### src/rtl/sipo_pkg.sv
// Shared types and helpers for the SIPO deserializer.
// Latency: n/a (package).
// Backpressure: n/a (package).
package sipo_pkg;

    // Framing state: HUNT waits for a frame_start, SHIFT is collecting a word.
    typedef enum logic {
        HUNT  = 1'b0,
        SHIFT = 1'b1
    } sipo_state_t;

    // Width of the bit counter. It only ever holds 0..WIDTH-1.
    function automatic int cnt_w(input int width);
        return $clog2(width);
    endfunction

endpackage

### src/rtl/sipo_deserializer_if.sv
// Serial input and parallel valid/ready output bundle of the deserializer.
// Latency: n/a (wires only).
// Backpressure: out_ready from the consumer stalls the one-entry output buffer.
interface sipo_deserializer_if #(
    parameter int WIDTH = 8
);
    logic             serial_in;
    logic             bit_valid;
    logic             frame_start;
    logic [WIDTH-1:0] parallel_out;
    logic             out_valid;
    logic             out_ready;
    logic             overflow;
    logic             frame_err;

    // Deserializer side: takes serial bits and the consumer's ready, drives the word and flags.
    modport master (
        input  serial_in,
        input  bit_valid,
        input  frame_start,
        input  out_ready,
        output parallel_out,
        output out_valid,
        output overflow,
        output frame_err
    );

    // Environment side: serial source plus parallel consumer.
    modport slave (
        output serial_in,
        output bit_valid,
        output frame_start,
        output out_ready,
        input  parallel_out,
        input  out_valid,
        input  overflow,
        input  frame_err
    );
endinterface

### src/rtl/sipo_out_buf.sv
// One-entry valid/ready output register for assembled words.
// Latency: a load at edge N is visible on parallel_out_o/out_valid_o after edge N.
// Backpressure: can_load_o is low while a word is held and out_ready_i is low; loads are then refused.
module sipo_out_buf #(
    parameter int WIDTH = 8
) (
    input  logic             clk,
    input  logic             rst,
    input  logic             load_i,
    input  logic [WIDTH-1:0] load_data_i,
    input  logic             out_ready_i,
    output logic [WIDTH-1:0] parallel_out_o,
    output logic             out_valid_o,
    output logic             can_load_o
);

    logic [WIDTH-1:0] data_q;
    logic             valid_q;

    // A slot is free when empty or when the held word is being taken this cycle.
    assign can_load_o = !valid_q || out_ready_i;

    // Hold the word until consumed; a refused load leaves the held word untouched.
    always_ff @(posedge clk) begin
        if (rst) begin
            data_q  <= '0;
            valid_q <= 1'b0;
        end else if (load_i && can_load_o) begin
            data_q  <= load_data_i;
            valid_q <= 1'b1;
        end else if (valid_q && out_ready_i) begin
            valid_q <= 1'b0;
        end
    end

    assign parallel_out_o = data_q;
    assign out_valid_o    = valid_q;

endmodule

### src/rtl/sipo_deserializer.sv
// Framed serial-in/parallel-out deserializer with a one-entry valid/ready output buffer.
// Latency: word valid on the cycle after its last bit is accepted; one bit per cycle when bit_valid is held high.
// Backpressure: a word completing while the buffer is full and not draining is dropped and flagged by overflow.
module sipo_deserializer
    import sipo_pkg::*;
#(
    parameter int WIDTH     = 8,
    parameter bit MSB_FIRST = 1'b1
) (
    input  logic                 clk,
    input  logic                 rst,
    sipo_deserializer_if.master  bus
);

    localparam int             CW       = cnt_w(WIDTH);
    localparam logic [CW-1:0]  CNT_ONE  = CW'(1);
    localparam logic [CW-1:0]  CNT_LAST = CW'(WIDTH - 1);

    sipo_state_t      state_q;
    logic [WIDTH-1:0] shreg_q;
    logic [CW-1:0]    cnt_q;
    logic             overflow_q;
    logic             frame_err_q;

    logic [WIDTH-1:0] shifted_word;
    logic [WIDTH-1:0] first_word;
    logic             load_req;
    logic             can_load;

    // Candidate register contents for a continuing bit and for a new bit 0, plus word completion.
    always_comb begin
        shifted_word = '0;
        first_word   = '0;
        if (MSB_FIRST) begin
            shifted_word = {shreg_q[WIDTH-2:0], bus.serial_in};
            first_word   = {{(WIDTH-1){1'b0}}, bus.serial_in};
        end else begin
            shifted_word = {bus.serial_in, shreg_q[WIDTH-1:1]};
            first_word   = {bus.serial_in, {(WIDTH-1){1'b0}}};
        end
        // A frame_start bit always begins a new word, so it can never be the last bit.
        load_req = bus.bit_valid && !bus.frame_start &&
                   (state_q == SHIFT) && (cnt_q == CNT_LAST);
    end

    // Framing FSM, shift register, bit counter and the registered status pulses.
    always_ff @(posedge clk) begin
        if (rst) begin
            state_q     <= HUNT;
            shreg_q     <= '0;
            cnt_q       <= '0;
            overflow_q  <= 1'b0;
            frame_err_q <= 1'b0;
        end else begin
            overflow_q  <= load_req && !can_load;
            frame_err_q <= 1'b0;
            if (bus.bit_valid) begin
                if (bus.frame_start) begin
                    // Mid-word frame_start drops the partial word and resyncs on this bit.
                    frame_err_q <= (state_q == SHIFT);
                    shreg_q     <= first_word;
                    cnt_q       <= CNT_ONE;
                    state_q     <= SHIFT;
                end else if (state_q == SHIFT) begin
                    shreg_q <= shifted_word;
                    if (cnt_q == CNT_LAST) begin
                        cnt_q   <= '0;
                        state_q <= HUNT;
                    end else begin
                        cnt_q <= cnt_q + CNT_ONE;
                    end
                end
            end
        end
    end

    sipo_out_buf #(
        .WIDTH (WIDTH)
    ) u_out_buf (
        .clk            (clk),
        .rst            (rst),
        .load_i         (load_req),
        .load_data_i    (shifted_word),
        .out_ready_i    (bus.out_ready),
        .parallel_out_o (bus.parallel_out),
        .out_valid_o    (bus.out_valid),
        .can_load_o     (can_load)
    );

    assign bus.overflow  = overflow_q;
    assign bus.frame_err = frame_err_q;

endmodule

### src/flat_wrapper.sv
// flat-port wrapper written by rule: the top's interface ports become plain ports
module sipo_deserializer_flat import sipo_pkg::*;
#(
    parameter int WIDTH     = 8,
    parameter bit MSB_FIRST = 1'b1
)
  (clk, rst, bus_serial_in, bus_bit_valid, bus_frame_start, bus_out_ready, bus_parallel_out, bus_out_valid, bus_overflow, bus_frame_err);
  sipo_deserializer_if #(.WIDTH(WIDTH)) bus_i ();
  input  logic clk;
  input  logic rst;
  input wire logic [$bits(bus_i.serial_in)-1:0] bus_serial_in;
  input wire logic [$bits(bus_i.bit_valid)-1:0] bus_bit_valid;
  input wire logic [$bits(bus_i.frame_start)-1:0] bus_frame_start;
  input wire logic [$bits(bus_i.out_ready)-1:0] bus_out_ready;
  output wire logic [$bits(bus_i.parallel_out)-1:0] bus_parallel_out;
  output wire logic [$bits(bus_i.out_valid)-1:0] bus_out_valid;
  output wire logic [$bits(bus_i.overflow)-1:0] bus_overflow;
  output wire logic [$bits(bus_i.frame_err)-1:0] bus_frame_err;
  assign bus_i.serial_in = bus_serial_in;
  assign bus_i.bit_valid = bus_bit_valid;
  assign bus_i.frame_start = bus_frame_start;
  assign bus_i.out_ready = bus_out_ready;
  assign bus_parallel_out = bus_i.parallel_out;
  assign bus_out_valid = bus_i.out_valid;
  assign bus_overflow = bus_i.overflow;
  assign bus_frame_err = bus_i.frame_err;
  sipo_deserializer #(.WIDTH(WIDTH), .MSB_FIRST(MSB_FIRST)) u_core (.clk(clk), .rst(rst), .bus(bus_i));
endmodule
### config.mk
export PLATFORM = sky130hd
export DESIGN_NAME = sipo_deserializer_flat
export DESIGN_NICKNAME = d
export VERILOG_FILES = /design/src/rtl/sipo_pkg.sv /design/src/rtl/sipo_deserializer_if.sv /design/src/rtl/sipo_out_buf.sv /design/src/rtl/sipo_deserializer.sv /design/src/flat_wrapper.sv
export SDC_FILE = /design/constraint.sdc
export NUM_CORES = 1
export LEC_CHECK = 0
export CELL_PAD_IN_SITES_DETAIL_PLACEMENT = 1
export CELL_PAD_IN_SITES_GLOBAL_PLACEMENT = 2
export CORE_UTILIZATION = 33
export CTS_CLUSTER_DIAMETER = 60
export DETAILED_ROUTE_END_ITERATION = 6
export GPL_TIMING_DRIVEN = 0
export PLACE_DENSITY = 0.82
export SYNTH_ARGS = -nofsm -noshare
export SYNTH_HDL_FRONTEND = slang
export SYNTH_HIERARCHICAL = 1
export SYNTH_SLANG_ARGS = --single-unit
### constraint.sdc
create_clock -name clk -period 1.6 [get_ports clk]
set_input_delay 0.16 -clock clk [delete_from_list [all_inputs] [get_ports clk]]
set_output_delay 0.16 -clock clk [all_outputs]
set_load 0.02 [all_outputs]
==> insert_results.sql, run 1 <==
INSERT INTO impl_metrics (metric_group, metric, value, unit) VALUES
('outcome', 'run_status', 'finished, violations left', ''),
('outcome', 'violations_in_the_final_reports', 'design-rule violations', ''),
('grt', 'via_count_of_the_first_global_routing_pass', '765', ''),
('setup_path', 'critical_path.max_fanout', '10', ''),
('logic_synthesis', 'yosys.cell_types.count', '24', ''),
('cts', 'clkSinkCount', '22', ''),
('sta', 'max_freq', '0.6684', 'GHz'),
('layout', 'area_used_by_multi_input_combinational_logic', '478.0', 'um^2'),
('place', 'number_of_placed_cells_counting_well_taps', '138', ''),
('grt', 'grt_start_max_net_pins', '13', ''),
('job', 'max_cap_viol_count', '0', ''),
('floorplan', 'io_pins', '17', ''),
('layout', 'seqCellArea', '440.4', 'um^2'),
('grt', 'first_pass_grt_wire_length', '3.505', 'mm'),
('sta', 'timing.slew.headroom', '58.66', '%'),
('layout', 'layout.nets', '120', ''),
('floorplan', 'effective_utilization_at_floorplan', '35.64', '%'),
('detailed_routing', 'drt.antenna.violating_nets', '0', ''),
('power_and_ir_drop', 'max-vdd-ir-drop', '0.0003960', 'V'),
('logic_synthesis', 'synth.yosys.seq_area_share', '44.06', '%'),
('cts', 'clkLatencyLatePin', '0.30', 'ns'),
('hold_path', 'class_of_the_most_critical_hold_timing_path', 'primary input to flop', ''),
('layout', 'synth_to_final_area_change', '23.78', '%'),
('logic_synthesis', 'synth.avg_cell_area', '10.99', 'um^2'),
('detailed_routing', 'vias_per_cell', '5.014', ''),
('cts', 'clkSlewWorstSetupHoldPaths', '0.13', 'ns'),
('sta', 'worst_clock_skew', '0.005932', 'ns'),
('floorplan', 'rows', '19', ''),
('logic_synthesis', 'synth_top_cells_by_area', 'sky130_fd_sc_hd__dfxtp_1, sky130_fd_sc_hd__a21bo_1, sky130_fd_sc_hd__a21oi_2, sky130_fd_sc_hd__buf_6, sky130_fd_sc_hd__nand2b_1', ''),
('cts', 'cts.path.max_buffers', '2', ''),
('grt', 'track_usage', '13.92', '%'),
('layout', 'ant_diodes', '0', ''),
('cts', 'cts_buffers', '3', ''),
('detailed_routing', 'drt_iter0_markers', '12', ''),
('sta', 'max_slew.worst_pin.slew', '0.6201', 'ns'),
('cts', 'cts-hold-fix-buffers', '0', ''),
('logic_synthesis', 'syn_area', '999.7', 'um^2'),
('power_and_ir_drop', 'p_per_area', '757.1', 'nW/um^2'),
('setup_path', 'critPathArrivalTime', '1.68', 'ns'),
('place', 'globalplace.congestion', '0.6174', ''),
('power_and_ir_drop', 'power.static_leakage', '0.4324', 'nW'),
('sta', 'report.final.hold_viol_count', '0', ''),
('sta', 'finalWorstPathRequiredPeriod', '1.496', 'ns'),
('setup_path', 'critPathKind', 'flop to flop', ''),
('logic_synthesis', 'synth_enable_flop_cells', '0', ''),
('place', 'detailedPlacementHpwl', '1.465', 'mm'),
('layout', 'final_cells', '142', ''),
('grt', 'globalRouteOverflowTotal', '0', ''),
('floorplan', 'floorplan.die.width', '57.04', 'um'),
('logic_synthesis', 'post-synth-top-area-cell', 'sky130_fd_sc_hd__dfxtp_1', ''),
('setup_path', 'crit_path_start_kind', 'flop', ''),
('layout', 'num-fill-cells', '315', ''),
('sta', 'setup_slack', '0.1038', 'ns'),
('detailed_routing', 'post_drt_wl_per_cell', '14.35', 'um'),
('layout', 'post-route-util', '44.11', '%'),
('sta', 'rsz_0062_raised_after_global_routing', 'no', ''),
('logic_synthesis', 'primary_flip_flop_cell_chosen_by_synthesis_mapping', 'sky130_fd_sc_hd__dfxtp_1', ''),
('detailed_routing', 'drt_first_pass_iters', '6', ''),
('sta', 'report.final.slew_viol_count', '0', ''),
('cts', 'cts_root_buf', 'sky130_fd_sc_hd__clkbuf_4', ''),
('detailed_routing', 'post-route-drc-count', '2', ''),
('sta', 'min_period_over_period', '93.51', '%'),
('detailed_routing', 'totalWireLength', '2.038', 'mm'),
('floorplan', 'die_height', '57.04', 'um'),
('logic_synthesis', 'postSynthCellCount', '91', ''),
('logic_synthesis', 'yosysWarningCount', '6', ''),
('logic_synthesis', 'ys_async_sr_fraction', '0', '%'),
('floorplan', 'core_region_area', '2805', 'um^2'),
('logic_synthesis', 'synth.ff_latch_count', '22', ''),
('logic_synthesis', 'synth_top_cell_area_share', '44.06', '%'),
('logic_synthesis', 'synth.most_common_cell', 'sky130_fd_sc_hd__dfxtp_1', '');
worst max-delay path: stages, from the launching register on:
cell and delay, ns:
sky130_fd_sc_hd__dfxtp_1 0.36, sky130_fd_sc_hd__ha_1 0.16, sky130_fd_sc_hd__ha_2 0.19, sky130_fd_sc_hd__inv_1 0.05
sky130_fd_sc_hd__nor2_1 0.14, sky130_fd_sc_hd__buf_6 0.16, sky130_fd_sc_hd__buf_6 0.14, sky130_fd_sc_hd__a21bo_1 0.13
sky130_fd_sc_hd__a21oi_2 0.05
power by group:
part	total, mW	internal, mW	switching, mW	leakage [nW]
Clock	0.312	0.139	0.173	0.0210
Combinational	0.0656	0.0345	0.0311	0.234
Sequential	0.560	0.554	0.00561	0.178
Total	0.937	0.727	0.210	0.432
routing by layer:
metal  vias up  wire length (um)  global-route usage (%)
li1        367                 -                       -
met1       336               987                   17.30
met2         7               985                   24.37
met3         2                46                   2.041
met4         0                19                   5.226
met5         -                 0                       0
what timing repair did:
| action | 4_1_cts | 5_1_grt |
|---|---|---|
| gates resized for setup | 0 | 1 |
| setup buffers | 0 | 0 |
| endpoints found under the setup margin | 0 | 3 |
worst paths after layout:
check	startpoint	cells past startpoint	slack (ns)	to
setup / recovery	u_core/cnt_q[0]$_SDFFE_PP0P_	8	0.10	u_core/u_out_buf/parallel_out_o[1]$_SDFFE_PP0P_
hold / removal	bus_serial_in	3	0.46	u_core/u_out_buf/parallel_out_o[0]$_SDFFE_PP0P_
setup reg to reg	u_core/cnt_q[0]$_SDFFE_PP0P_	8	0.10	u_core/u_out_buf/parallel_out_o[1]$_SDFFE_PP0P_
hold reg to reg	u_core/shreg_q[6]$_SDFFE_PP0P_	2	0.48	u_core/u_out_buf/parallel_out_o[7]$_SDFFE_PP0P_
registers in the layout, summed over array words and instances, names as in the netlist:
| name | count |
|---|---|
| u_core/u_out_buf/parallel_out_o | 8 |
| u_core/shreg_q | 7 |
| u_core/cnt_q | 3 |
| u_core/bus.frame_err | 1 |
| u_core/bus.overflow | 1 |
| u_core/state_q | 1 |
| u_core/u_out_buf/out_valid_o | 1 |
metrics by stage:
step / hold WS (ns) / setup TNS, ns / cell area [um^2] / power (mW)
6_report: 0.4563 / 0 / 1237 / 0.9368
5_1_grt: 0.4358 / 0 / 1237 / 0.9804
4_1_cts: 0.4488 / 0 / 1235 / 0.9522
3_5_place_dp: 0.4735 / -1.364 / 1199 / 0.6383
3_3_place_gp: 0.4654 / -1.084 / 1199 / 0.6370
2_1_floorplan: 0.3155 / 0 / 999.7 / 0.6118
cells in the final DEF, fill, tap and decap left out:
cell type and count:
sky130_fd_sc_hd__buf_6 5, sky130_fd_sc_hd__clkdlybuf4s50_1 16, sky130_fd_sc_hd__nor2_1 1, sky130_fd_sc_hd__a21oi_2 8
sky130_fd_sc_hd__clkbuf_4 3, sky130_fd_sc_hd__a21oi_1 2, sky130_fd_sc_hd__mux2i_1 1, sky130_fd_sc_hd__o21a_1 1
sky130_fd_sc_hd__a21bo_1 8, sky130_fd_sc_hd__ha_2 1, sky130_fd_sc_hd__nand2b_4 1, sky130_fd_sc_hd__nand2b_1 9
sky130_fd_sc_hd__nand3b_4 1, sky130_fd_sc_hd__nand2_1 1, sky130_fd_sc_hd__and4b_2 1, sky130_fd_sc_hd__a21bo_2 2
sky130_fd_sc_hd__nand4bb_1 1, sky130_fd_sc_hd__ha_1 1, sky130_fd_sc_hd__o22ai_1 5, sky130_fd_sc_hd__clkbuf_1 1
sky130_fd_sc_hd__o32ai_2 3, sky130_fd_sc_hd__buf_2 1, sky130_fd_sc_hd__inv_1 5, sky130_fd_sc_hd__clkbuf_8 1
sky130_fd_sc_hd__nor4_1 1, sky130_fd_sc_hd__nand3_1 8, sky130_fd_sc_hd__dfxtp_1 22, sky130_fd_sc_hd__a31oi_1 1
area by class of cell:
cell class	count	area share, %
multi-input cells	57	38.62
flip-flops and latches	22	35.59
repair buffers	16	12.94
plain buffers	7	5.258
well taps	31	3.134
clock buffers	4	2.932
inverters	5	1.517
logic make-up (layout without fill, tap and decap cells):
kind of cell	Yosys count	after routing	share of synthesized area [%]
DFF	22	22	44.05
buffers and inverters	12	32	8.384
AOI/OAI and AO/OA	30	30	27.41
muxes	1	1	1.001
and+or+nand+nor	24	24	16.64
adders and majority gates	2	2	2.503
Power figures use the tool's default switching activity.
==> run 2: changes to the inputs <==
- SLEW_MARGIN: unset -> 20
==> results of run 2 <==
No change in the layout: final DEF, timing and power equal those of run 1.
